===== config.mk =====
export PLATFORM = sky130hd
export DESIGN_NAME = softmax_den_seq
export DESIGN_NICKNAME = d
export VERILOG_FILES = /design/src/rtl/softmax_den_seq.sv
export SDC_FILE = /design/constraint.sdc
export NUM_CORES = 1
export LEC_CHECK = 0
export BUFFER_PORTS_ARGS = -buffer_cell sky130_fd_sc_hd__buf_2
export CORE_MARGIN = 1
export CORE_UTILIZATION = 50
export DETAILED_ROUTE_END_ITERATION = 8
export PLACE_DENSITY = 0.72
export SLEW_MARGIN = 25
export SYNTH_ARGS = -nofsm -noshare
export SYNTH_HDL_FRONTEND = slang
export SYNTH_SLANG_ARGS = --single-unit

===== constraint.sdc =====
create_clock -name clk -period 6.9 [get_ports clk]
set_clock_uncertainty 0.15 [all_clocks]
set_input_delay 0.345 -clock clk [delete_from_list [all_inputs] [get_ports clk]]
set_output_delay 0.345 -clock clk [all_outputs]
set_load 0.02 [all_outputs]

===== src/rtl/softmax_den_seq.sv =====
`default_nettype none
// ============================================================================
// Module   : softmax_den_seq
// Brief    : Sequential softmax denominator; buffers N BFP exponentials,
//            aligns them to the maximum exponent and accumulates one per cycle.
// Revision : 1.0 - initial release
// ============================================================================
module softmax_den_seq #(
  parameter int N  = 5,
  parameter int EW = 5,
  parameter int MW = 16
) (
  input  logic                 clk,
  input  logic                 rst_n,
  input  logic                 clear,
  input  logic                 in_valid,
  output logic                 in_ready,
  input  logic [EW+MW-1:0]     in_exp,
  output logic                 out_valid,
  input  logic                 out_ready,
  output logic [EW+20+12-1:0]  out_den,
  output logic                 busy
);

  localparam int AW = 20;
  localparam int IW = (N > 1) ? $clog2(N) : 1;
  localparam logic [IW-1:0] C_LAST = IW'(N - 1);

  typedef enum logic [1:0] {
    S_LOAD = 2'd0,
    S_SUM  = 2'd1,
    S_DONE = 2'd2
  } state_t;

  state_t               state_q, state_d;
  logic [IW-1:0]        cnt_q, cnt_d;
  logic [IW-1:0]        idx_q, idx_d;
  logic [EW-1:0]        max_q, max_d;
  logic [AW-1:0]        acc_q, acc_d;
  logic [EW+MW-1:0]     elem_q [N];
  logic                 elem_we;

  logic [EW-1:0]        w_sh;
  logic [MW-1:0]        w_mant;
  logic [AW-1:0]        w_addend;
  logic [EW-1:0]        w_in_e;

  assign w_in_e = in_exp[EW+MW-1:MW];
  assign w_sh   = max_q - elem_q[idx_q][EW+MW-1:MW];
  assign w_mant = elem_q[idx_q][MW-1:0];

  // Shifts of MW or more flush the term entirely.
  always_comb begin
    w_addend = '0;
    if (32'(w_sh) < 32'(MW)) begin
      w_addend = {{(AW-MW){1'b0}}, w_mant >> w_sh};
    end
  end

  always_comb begin
    state_d = state_q;
    cnt_d   = cnt_q;
    idx_d   = idx_q;
    max_d   = max_q;
    acc_d   = acc_q;
    elem_we = 1'b0;
    case (state_q)
      S_LOAD: begin
        if (in_valid) begin
          elem_we = 1'b1;
          cnt_d   = cnt_q + 1'b1;
          max_d   = (w_in_e > max_q) ? w_in_e : max_q;
          if (cnt_q == C_LAST) begin
            state_d = S_SUM;
            cnt_d   = '0;
            idx_d   = '0;
            acc_d   = '0;
          end
        end
      end
      S_SUM: begin
        acc_d = acc_q + w_addend;
        idx_d = idx_q + 1'b1;
        if (idx_q == C_LAST) begin
          state_d = S_DONE;
          idx_d   = '0;
        end
      end
      S_DONE: begin
        if (out_ready) begin
          state_d = S_LOAD;
          cnt_d   = '0;
          max_d   = '0;
          acc_d   = '0;
        end
      end
      default: state_d = S_LOAD;
    endcase
    // Abort wins over everything, including a same-cycle input handshake.
    if (clear) begin
      state_d = S_LOAD;
      cnt_d   = '0;
      idx_d   = '0;
      max_d   = '0;
      acc_d   = '0;
      elem_we = 1'b0;
    end
  end

  always_ff @(posedge clk or negedge rst_n) begin
    if (!rst_n) begin
      state_q <= S_LOAD;
      cnt_q   <= '0;
      idx_q   <= '0;
      max_q   <= '0;
      acc_q   <= '0;
    end else begin
      state_q <= state_d;
      cnt_q   <= cnt_d;
      idx_q   <= idx_d;
      max_q   <= max_d;
      acc_q   <= acc_d;
    end
  end

  always_ff @(posedge clk) begin
    if (elem_we) begin
      elem_q[cnt_q] <= in_exp;
    end
  end

  assign in_ready  = (state_q == S_LOAD);
  assign out_valid = (state_q == S_DONE);
  assign busy      = (state_q != S_LOAD);
  assign out_den   = out_valid ? {max_q, acc_q, 12'b0} : '0;

endmodule
`default_nettype wire


# Word level (Yosys, flattened, before mapping)
# Memories as Yosys holds them, arrays and structs flattened.
# Index checks and enable logic that the tools add are counted.
[op_classes]
n_eq_ne = 9
mux = 33
n_reduce_logical = 10
n_addsub = 4
shifts = 1
order_cmp = 2
[ops]
columns = ["cell", "count"]
rows = [
  ["20-bit 2-to-1 mux", 4],
  ["20-bit one-hot mux with 3 select lines", 1],
  ["37-bit 2-to-1 mux", 1],
  ["3-bit 2-to-1 mux", 8],
  ["20-bit adder", 1],
  ["5-bit 2-to-1 mux", 4],
  ["16-bit 2-to-1 mux", 1],
  ["16-bit by 5-bit >> shifter with 16-bit output", 1],
  ["3-bit one-hot mux with 2 select lines", 2],
  ["4-bit AND reduction", 3],
  ["2-bit 2-to-1 mux", 5],
  ["5-bit one-hot mux with 2 select lines", 1],
  ["3-bit by 2-bit inequality test with 1-bit output, second input constant", 3],
  ["3-bit by 1-bit adder with 3-bit output, second input constant", 2],
  ["3-bit equality test, second input constant", 2],
  ["3-bit inequality test, second input constant", 2],
  ["2-bit one-hot mux with 3 select lines", 1],
  ["3-bit AND reduction", 2],
  ["3-bit nonzero test", 2],
  ["5-bit greater-than comparator", 1],
  ["5-bit less-than comparator, second input constant", 1],
  ["1-bit 2-to-1 mux", 5],
  ["5-bit subtractor", 1],
  ["4-bit nonzero test", 1],
  ["4 further kinds", 4],
]
[word_totals]
ram_bits = 105
output_inout_bits = 40
n_memories = 1
word_cells = 65
input_bits = 26
reg_bits = 33
[mem_list]
columns = ["memory", "depth", "width", "read_ports", "rd_ports_with_merged_regs", "wr", "line_no", "source"]
rows = [
  ["elem_q", 5, 21, 1, 0, 1, "40", "logic [EW+MW-1:0] elem_q [N];"],
]

# Longest topological paths before layout
# Gate-level depths: netlist of the first run.
# An unclocked memory read counts as a cell.
[depth]
ltp_word = 7
depth_mapped = 22

# Least setup slack after synthesis of the first run
# No wires, ideal clock.
[synth_path]
path_type = "register to register"
start = "register idx_q[0]"
end = "register acc_q[16]"
arrival_time_ns = 4.956
t_required_ns = 6.663
path_buffers = 4
setup_time_ns = 0.087
setup_slack_ns = 1.707
stages_incl_launch_ff = 21
period_less_slack_ns = 5.193
path_cell_list = "dfrtp_1 > buf_6 > buf_6 > mux4_2 > mux2_2 > ha_1 > buf_6 > or2_2 > clkbuf_8 > o221ai_1 > o21ai_0 > mux2i_1 > o22ai_1 > ha_1 > fa_1 > a211oi_1 > nor2_1 > a211oi_1 > a211oi_1 > or3_1 > o211ai_1"
[synth_between]
elab_chain_cells = 7
word_cells_on_any_way = 8
[synth_lines]
columns = ["item", "line_no", "source"]
rows = [
  ["start: declaration", "37", "logic [IW-1:0] idx_q, idx_d;"],
  ["start signal: assignment", "120", "idx_q <= idx_d;"],
  ["memory 5 x 21 bit (*)", "n/a", ""],
  ["5-bit subtractor", "49", "assign w_sh = max_q - elem_q[idx_q][EW+MW-1:MW];"],
  ["16-bit by 5-bit >> shifter with 16-bit output / 5-bit less-than comparator (equally long branches)", "56, 55", ""],
  ["16-bit 2-to-1 mux (*)", "55", "if (32'(w_sh) < 32'(MW)) begin"],
  ["20-bit adder (*)", "82", "acc_d = acc_q + w_addend;"],
  ["20-bit one-hot mux with 3 select lines (*)", "67", "case (state_q)"],
  ["20-bit 2-to-1 mux (*)", "100", "if (clear) begin"],
  ["end signal: assignment", "116", "acc_q <= '0;"],
  ["end signal: assignment", "122", "acc_q <= acc_d;"],
  ["end: declaration", "39", "logic [AW-1:0] acc_q, acc_d;"],
]
# Mark *: on every way between the ends. The rest lies on a longest branch, timed or not.
# A chain may end at the register's enable or synchronous reset.

# Final worst setup path of the first run
[layout_path]
start = "register idx_q[2]"
end = "register acc_q[16]"
# The elaborated chain is that of the path after synthesis.

==> results of run 1 <==
## cell usage after synthesis (all sizes together) (3+ instances only)
cell and count:
o31ai 3, a21o 11, o21ai 39, nor2b 3, mux4 25, nand3 8, nor3 5, ha 33
xor2 3, o22ai 13, o32ai 3, a21oi 27, a32o 3, nor2 33, a211oi 9, mux2i 31
o21a 3, o211ai 3, xnor2 11, nor4 4, and2 28, and3 3, dfrtp 33, a31oi 3
mux2 4, buf 20, clkbuf 18, nand4 5, edfxtp 105, or3 3, nand2 49, a22o 4
nand2b 3, o221ai 5, o21bai 4, inv 19, a211o 5
## worst max-delay path by stage
stage	from	end
floorplan	idx_q[0]	acc_q[16]
finish	idx_q[2]	acc_q[16]
CTS	idx_q[2]	acc_q[16]
global placement	idx_q[2]	acc_q[16]
global route	idx_q[2]	acc_q[16]
detailed placement	idx_q[2]	acc_q[16]
## final cells by class
class                           count  area (µm²)  share of cell area
Sequential cell                   138        3980               0.469
Multi-Input combinational cell    413        3240               0.382
Clock buffer                       17         425              0.0501
Timing Repair Buffer               69         400              0.0472
Tap cell                          184         230              0.0271
Clock inverter                     15         140              0.0165
Inverter                           19        71.3             0.00841
## per-layer routing
layer,GRT usage,vias to the layer above,wire length [µm]
met3,0.0412,25,698
met4,0.0872,0,366
met1,0.272,2433,7040
li1,-,2384,-
met2,0.351,145,7560
met5,0,-,0
## power by group
group | switching (mW) | internal, mW
clock | 0.364 | 0.502
combinational | 0.294 | 0.186
sequential | 0.0119 | 0.919
total | 0.670 | 1.61
## registers in the layout, indices dropped and copies added (netlist names)
| register | count |
|---|---|
| elem_q | 105 |
| acc_q | 20 |
| max_q | 5 |
| cnt_q | 3 |
| idx_q | 3 |
| state_q | 2 |
## metrics by stage
stage	util	area [µm²]	cells
6_report	0.581	8480	855
5_1_grt	0.581	8480	855
4_1_cts	0.581	8480	855
3_5_place_dp	0.539	7860	817
3_3_place_gp	0.539	7860	817
2_1_floorplan	-	7560	608
## logic make-up (layout without fill, tap and decap cells)
kind of cell               count (synthesis)  count (layout)  synth area share
DFF                                      138             138             0.529
xor gates and xnor gates                  14              14            0.0163
AOI/OAI and AO/OA                        143             143             0.124
buffers and inverters                     57             120            0.0465
and+or+nand+nor                          149             149            0.0954
other                                      1              12          0.000499
muxes                                     60              60             0.127
adders and majority gates                 35              35            0.0603
==> out/summary.txt, run 1 <==
status = completed
Slowest-stage cell, CP = dfrtp_1
Critical R2R Capture = acc_q[16]
critical-path cell list = mux2_2 -> ha_1 -> inv_1 -> fa_1 -> xnor2_1 -> o21ai_0 -> mux2i_1 -> o22ai_1 -> ha_1 -> fa_1 -> a211oi_1 -> nor2_1 -> a211oi_1 -> a211oi_1 -> or3_1 -> o211ai_1
vias in the first global route = 4967
Worst Setup Slack, final = 1290 ps
crit share post-route = 0.813
CP startpoint kind = register
setup TNS = 0 ps
Slew headroom = 0.365
clock-pin slew on the worst setup and hold paths = 60 ps
Max Buffers Root-to-Sink = 2
DP Wirelength = 10800 µm
Initial Util = 0.515
asr flop ratio synth = 0.239
chip height = 125 µm
CP max stage delay = 960 ps
TritonCTS Buffers = 17
kind of critical path = reg2reg
yosys warns = 0
Reg2Reg Depth = 16
Pleak = 3.33 nW
die footprint = 15500 µm²
Critical Path Fanout Max = 28
buffer and inverter count on the worst path = 1
Slew @ Worst Pin = 952 ps
clock root cell = clkbuf_16
RR Startpoint = idx_q[2]
maximum VDD drop = 0.207 mV
post-CTS setup repair buffer count = 0
final hold vios = 0
core footprint = 14600 µm²
Post-synth EDFFs = 105
Site Rows = 44
unrepaired setup endpoints after global routing = no
Synth top area share = 0.420
antenna-violating nets left = 0
PwrDens = 268 nW/µm²
Vias = 4987
beginning of the worst hold path = in_exp[0]
Crit path depth = 16
post-synthesis instance area = 7510 µm²
fmax = 0.178 GHz
Endpoint, Worst Hold = elem_q[2][0]
Post-synth top flop = edfxtp_1
post-synthesis cell count = 597
Total GRT Usage = 0.212
Place WS = 1290 ps
Die Wd = 125 µm
Sink Count = 138
layout cells sized above 1 = 0.177
arrival time worst endpoint = 5800 ps
drt first pass iters = 5
hold depth = 1
total gr overflow = 0
vias per std cell = 5.83
Top delay family on crit path = compound AO/OA/AOI/OAI gates
post-CTS resize count = 0
fin nets = 719
Hold Buf Count CTS = 6
# port buffers = 53
post-synthesis sequential area ratio = 0.529
Placer Congestion = 0.931
first-pass GRT wire length = 25600 µm
WHS = 14.8 ps
largest net degree at the start of global routing = 34
DRC viols = 0
Fillers = 1179
CP required = 7090 ps
Routed WL per cell = 18.3 µm
flop and latch count out of synthesis = 138
DR iter-0 viols = 389
IO Pins = 66
area leader, netlist = edfxtp_1
synth unique cells = 59
CTS tree = yes
Slew Limit Fails = 0
Hold Path Class = in2reg
Final Critical Period = 5610 ps
Layout area overhead = 12.9%
crit end category = register
Top cell by count, worst path = a211oi_1
final number of setup-violating endpoints = 0
max-cap violations = 0
commonest non-fill, non-tap cell in the layout = edfxtp_1
reg2reg setup slack = 1290 ps
Mean Syn Cell Area = 12.6 µm²
Tot Pwr = 2.28 mW
WL final = 15700 µm
Clock Latency Late Sink = 410 ps
synth top area cells = edfxtp_1 42%, dfrtp_1 11%, ha_1 5.5%
H-tree depth = 4
initial antenna violation count = 0
diode count = 0
commonest non-fill, non-tap cells in the layout = 105 x edfxtp_1, 53 x buf_2, 49 x nand2_1
No activity file was read; power rests on OpenSTA's default activity.
==> inputs of run 2 (changes only) <==
ABC_AREA = 1   (was not set)
clock period = 5.7 ns   (was 6.9 ns; I/O delays follow)
==> run 2 against run 1 <==
- clock-buffer cell count stayed put
- combinational power grew to 6.4 times the previous value
- via count up 27%
- power grew 140%
- clock power grew 19%
- cell area up 6.6%
- maximum frequency rose by 21%
- critical endpoint is now acc_q[12]
==> out/summary.txt, run 2 <==
status = completed (unchanged)
# port buffers = 53 (unchanged)
fmax = 0.215 GHz (was 0.178 GHz)
PwrDens = 599 nW/µm² (was 268 nW/µm²)
Layout area overhead = 15.5% (was 12.9%)
Critical Path Fanout Max = 31 (was 28)
Site Rows = 45 (was 44)
Largest regs = elem_q (105), acc_q (20), max_q (5) (unchanged)
P_int = 2.78 mW (was 1.61 mW)
Slew headroom = 0.447 (was 0.365)
post-synthesis cell count = 899 (was 597)
CP required = 5870 ps (was 7090 ps)
arrival time worst endpoint = 4820 ps (was 5800 ps)
Hold Path Class = in2reg (unchanged)
antenna-violating nets left = 0 (unchanged)
max-cap violations = 0 (unchanged)
Clk network pwr share = 0.190 (was 0.380)
diode count = 0 (unchanged)
switching power = 2.64 mW (was 670 µW)
commonest non-fill, non-tap cells in the layout = 246 x nand2_1, 169 x nand3_1, 105 x edfxtp_1 (was 105 x edfxtp_1, 53 x buf_2, 49 x nand2_1)
top post-synthesis cells by count = 246 x nand2_1, 169 x nand3_1, 105 x edfxtp_1 (was 105 x edfxtp_1, 49 x nand2_1, 38 x o21ai_0)
Placer Congestion = 0.930 (was 0.931)
unrepaired setup endpoints after global routing = no (unchanged)
maximum VDD drop = 0.375 mV (was 0.207 mV)
asr flop ratio synth = 0.239 (unchanged)
Sink Count = 138 (unchanged)
IO Pins = 66 (unchanged)
setup TNS = 0 ps (unchanged)
first-pass GRT wire length = 30300 µm (was 25600 µm)
clock-pin slew on the worst setup and hold paths = 70 ps (was 60 ps)
Largest Register = elem_q (unchanged)
vias in the first global route = 6157 (was 4967)
RR Startpoint = idx_q[0] (was idx_q[2])
post-synthesis sequential area ratio = 0.508 (was 0.529)
Max Buffers Root-to-Sink = 2 (unchanged)
Endpoint, Worst Hold = elem_q[1][20] (was elem_q[2][0])
Slew @ Worst Pin = 830 ps (was 952 ps)
Post-synth top flop = edfxtp_1 (unchanged)
TritonCTS Buffers = 17 (unchanged)
post-synthesis instance area = 7830 µm² (was 7510 µm²)
Pleak = 4.16 nW (was 3.33 nW)
reg2reg setup slack = 1050 ps (was 1290 ps)
die footprint = 16200 µm² (was 15500 µm²)
beginning of the worst hold path = in_exp[20] (was in_exp[0])
DRC viols = 0 (unchanged)
Final Critical Period = 4650 ps (was 5610 ps)
core footprint = 15300 µm² (was 14600 µm²)
WL final = 18200 µm (was 15700 µm)
Largest register FFs = 105 (unchanged)
crit share post-route = 0.815 (was 0.813)
final hold vios = 0 (unchanged)
Post-synth EDFFs = 105 (unchanged)
flop and latch count out of synthesis = 138 (unchanged)
top-count cell post-synth = nand2_1 (was edfxtp_1)
Synth top area share = 0.403 (was 0.420)
largest net degree at the start of global routing = 34 (unchanged)
Clock Latency Late Sink = 430 ps (was 410 ps)
post-CTS resize count = 0 (unchanged)
CTS tree = yes (unchanged)
initial antenna violation count = 0 (unchanged)
Logic pwr share = 0.568 (was 0.211)
Mean Syn Cell Area = 8.71 µm² (was 12.6 µm²)
total gr overflow = 0 (unchanged)
yosys warns = 0 (unchanged)
kind of critical path = reg2reg (unchanged)
vias per std cell = 5.27 (was 5.83)
DR iter-0 viols = 410 (was 389)
drt first pass iters = 5 (unchanged)
Tot Pwr = 5.42 mW (was 2.28 mW)
Flop pwr share = 0.241 (was 0.409)
switching part of the total = 0.487 (was 0.294)
final number of setup-violating endpoints = 0 (unchanged)
fin nets = 1037 (was 719)
Routed WL per cell = 15.2 µm (was 18.3 µm)
synth top area cells = edfxtp_1 40%, nand2_1 12%, nand3_1 11% (was edfxtp_1 42%, dfrtp_1 11%, ha_1 5.5%)
Total GRT Usage = 0.246 (was 0.212)
Slew Limit Fails = 0 (unchanged)
clock root cell = clkbuf_16 (unchanged)
DP Wirelength = 12800 µm (was 10800 µm)
commonest non-fill, non-tap cell in the layout = nand2_1 (was edfxtp_1)
chip height = 127 µm (was 125 µm)
area leader, netlist = edfxtp_1 (unchanged)
H-tree depth = 4 (unchanged)
Die Wd = 127 µm (was 125 µm)
Reg2Reg Depth = 26 (was 16)
Initial Util = 0.513 (was 0.515)
CP startpoint kind = register (unchanged)
Hold Buf Count CTS = 21 (was 6)
synth unique cells = 48 (was 59)
Vias = 6326 (was 4987)
post-CTS setup repair buffer count = 0 (unchanged)
crit end category = register (unchanged)
hold depth = 1 (unchanged)
layout cells sized above 1 = 0.130 (was 0.177)
Critical R2R Capture = acc_q[12] (was acc_q[16])
==> run 2: cell families (layout without fill, tap and decap cells) <==
kind of cell    Yosys count  in the layout  synth area share
fa+ha+maj                35             35            0.0578
flops                   138            138             0.508
buf+inv                 131            210            0.0759
other cells               1             12          0.000479
simple gates            492            492             0.278
xor+xnor                  6              6           0.00863
compound gates           93             93            0.0668
mux                       3              3           0.00383
==> run 2: worst max path at each step <==
stage          startpoint   endpoint  slack, ps  cells after the start
2_1_floorplan    idx_q[0]  acc_q[12]       1530                     27
3_3_place_gp     idx_q[0]  acc_q[12]       1210                     26
3_5_place_dp     idx_q[0]  acc_q[12]       1050                     26
4_1_cts          idx_q[0]  acc_q[12]       1070                     26
5_1_grt          idx_q[1]  acc_q[12]        610                     24
6_report         idx_q[0]  acc_q[12]       1050                     26
==> run 2: metal layers <==
| metal | wire length [µm] | global-route usage | up-vias |
|---|---|---|---|
| met5 | 0 | 0 | - |
| met4 | 476 | 0.103 | 0 |
| met3 | 980 | 0.0448 | 31 |
| met2 | 8800 | 0.416 | 196 |
| met1 | 7990 | 0.311 | 2929 |
| li1 | - | - | 3170 |
==> run 2: worst max-delay path, cell delays in order, from the launching register on <==
cell	delay, ps
dfrtp_1	430
buf_4	350
nor2_1	90
nor2_1	90
o21ai_0	80
a31oi_1	180
ha_1	160
inv_1	50
fa_1	470
buf_4	190
inv_1	240
nand3_1	190
nand3_1	110
nand3_1	100
nand2_1	70
ha_1	230
fa_1	450
nand2_1	120
nand2_1	60
nand2_1	50
nand2_1	80
nand2_1	70
nand2_1	100
a21oi_1	180
a21oi_1	90
o21ai_1	80
nand2_1	60
==> run 2: final cells by class <==
class                           instances  area [µm²]
Clock buffer                           17         425
Sequential cell                       138        3980
Multi-Input combinational cell        641        3320
Timing Repair Buffer                   89         588
Clock inverter                         15         130
Tap cell                              211         264
Fill cell                            1350        6220
Inverter                               89         337
==> run 2: power by group through the flow <==
| stage | logic (mW) | registers [mW] | clock network (mW) |
|---|---|---|---|
| 5_1_grt | 3.48 | 1.32 | 1.09 |
| 3_5_place_dp | 3.04 | 1.33 | 0 |
| 4_1_cts | 3.07 | 1.31 | 1.05 |
| 3_3_place_gp | 3.01 | 1.32 | 0 |
| 2_1_floorplan | 2.37 | 1.29 | 0 |
| 6_report | 3.08 | 1.31 | 1.03 |
==> run 2: metrics by stage <==
stage               std cells  cell area (µm²)  setup slack (ps)   util  hold WS [ps]
detailed placement       1147             8280              1050  0.542           280
CTS                      1200             9040              1070  0.593          8.24
floorplan                 910             7870              1530      -          -161
finish                   1200             9040              1050  0.593          17.2
global route             1200             9040               615  0.593          14.4
global placement         1147             8280              1210  0.542           279
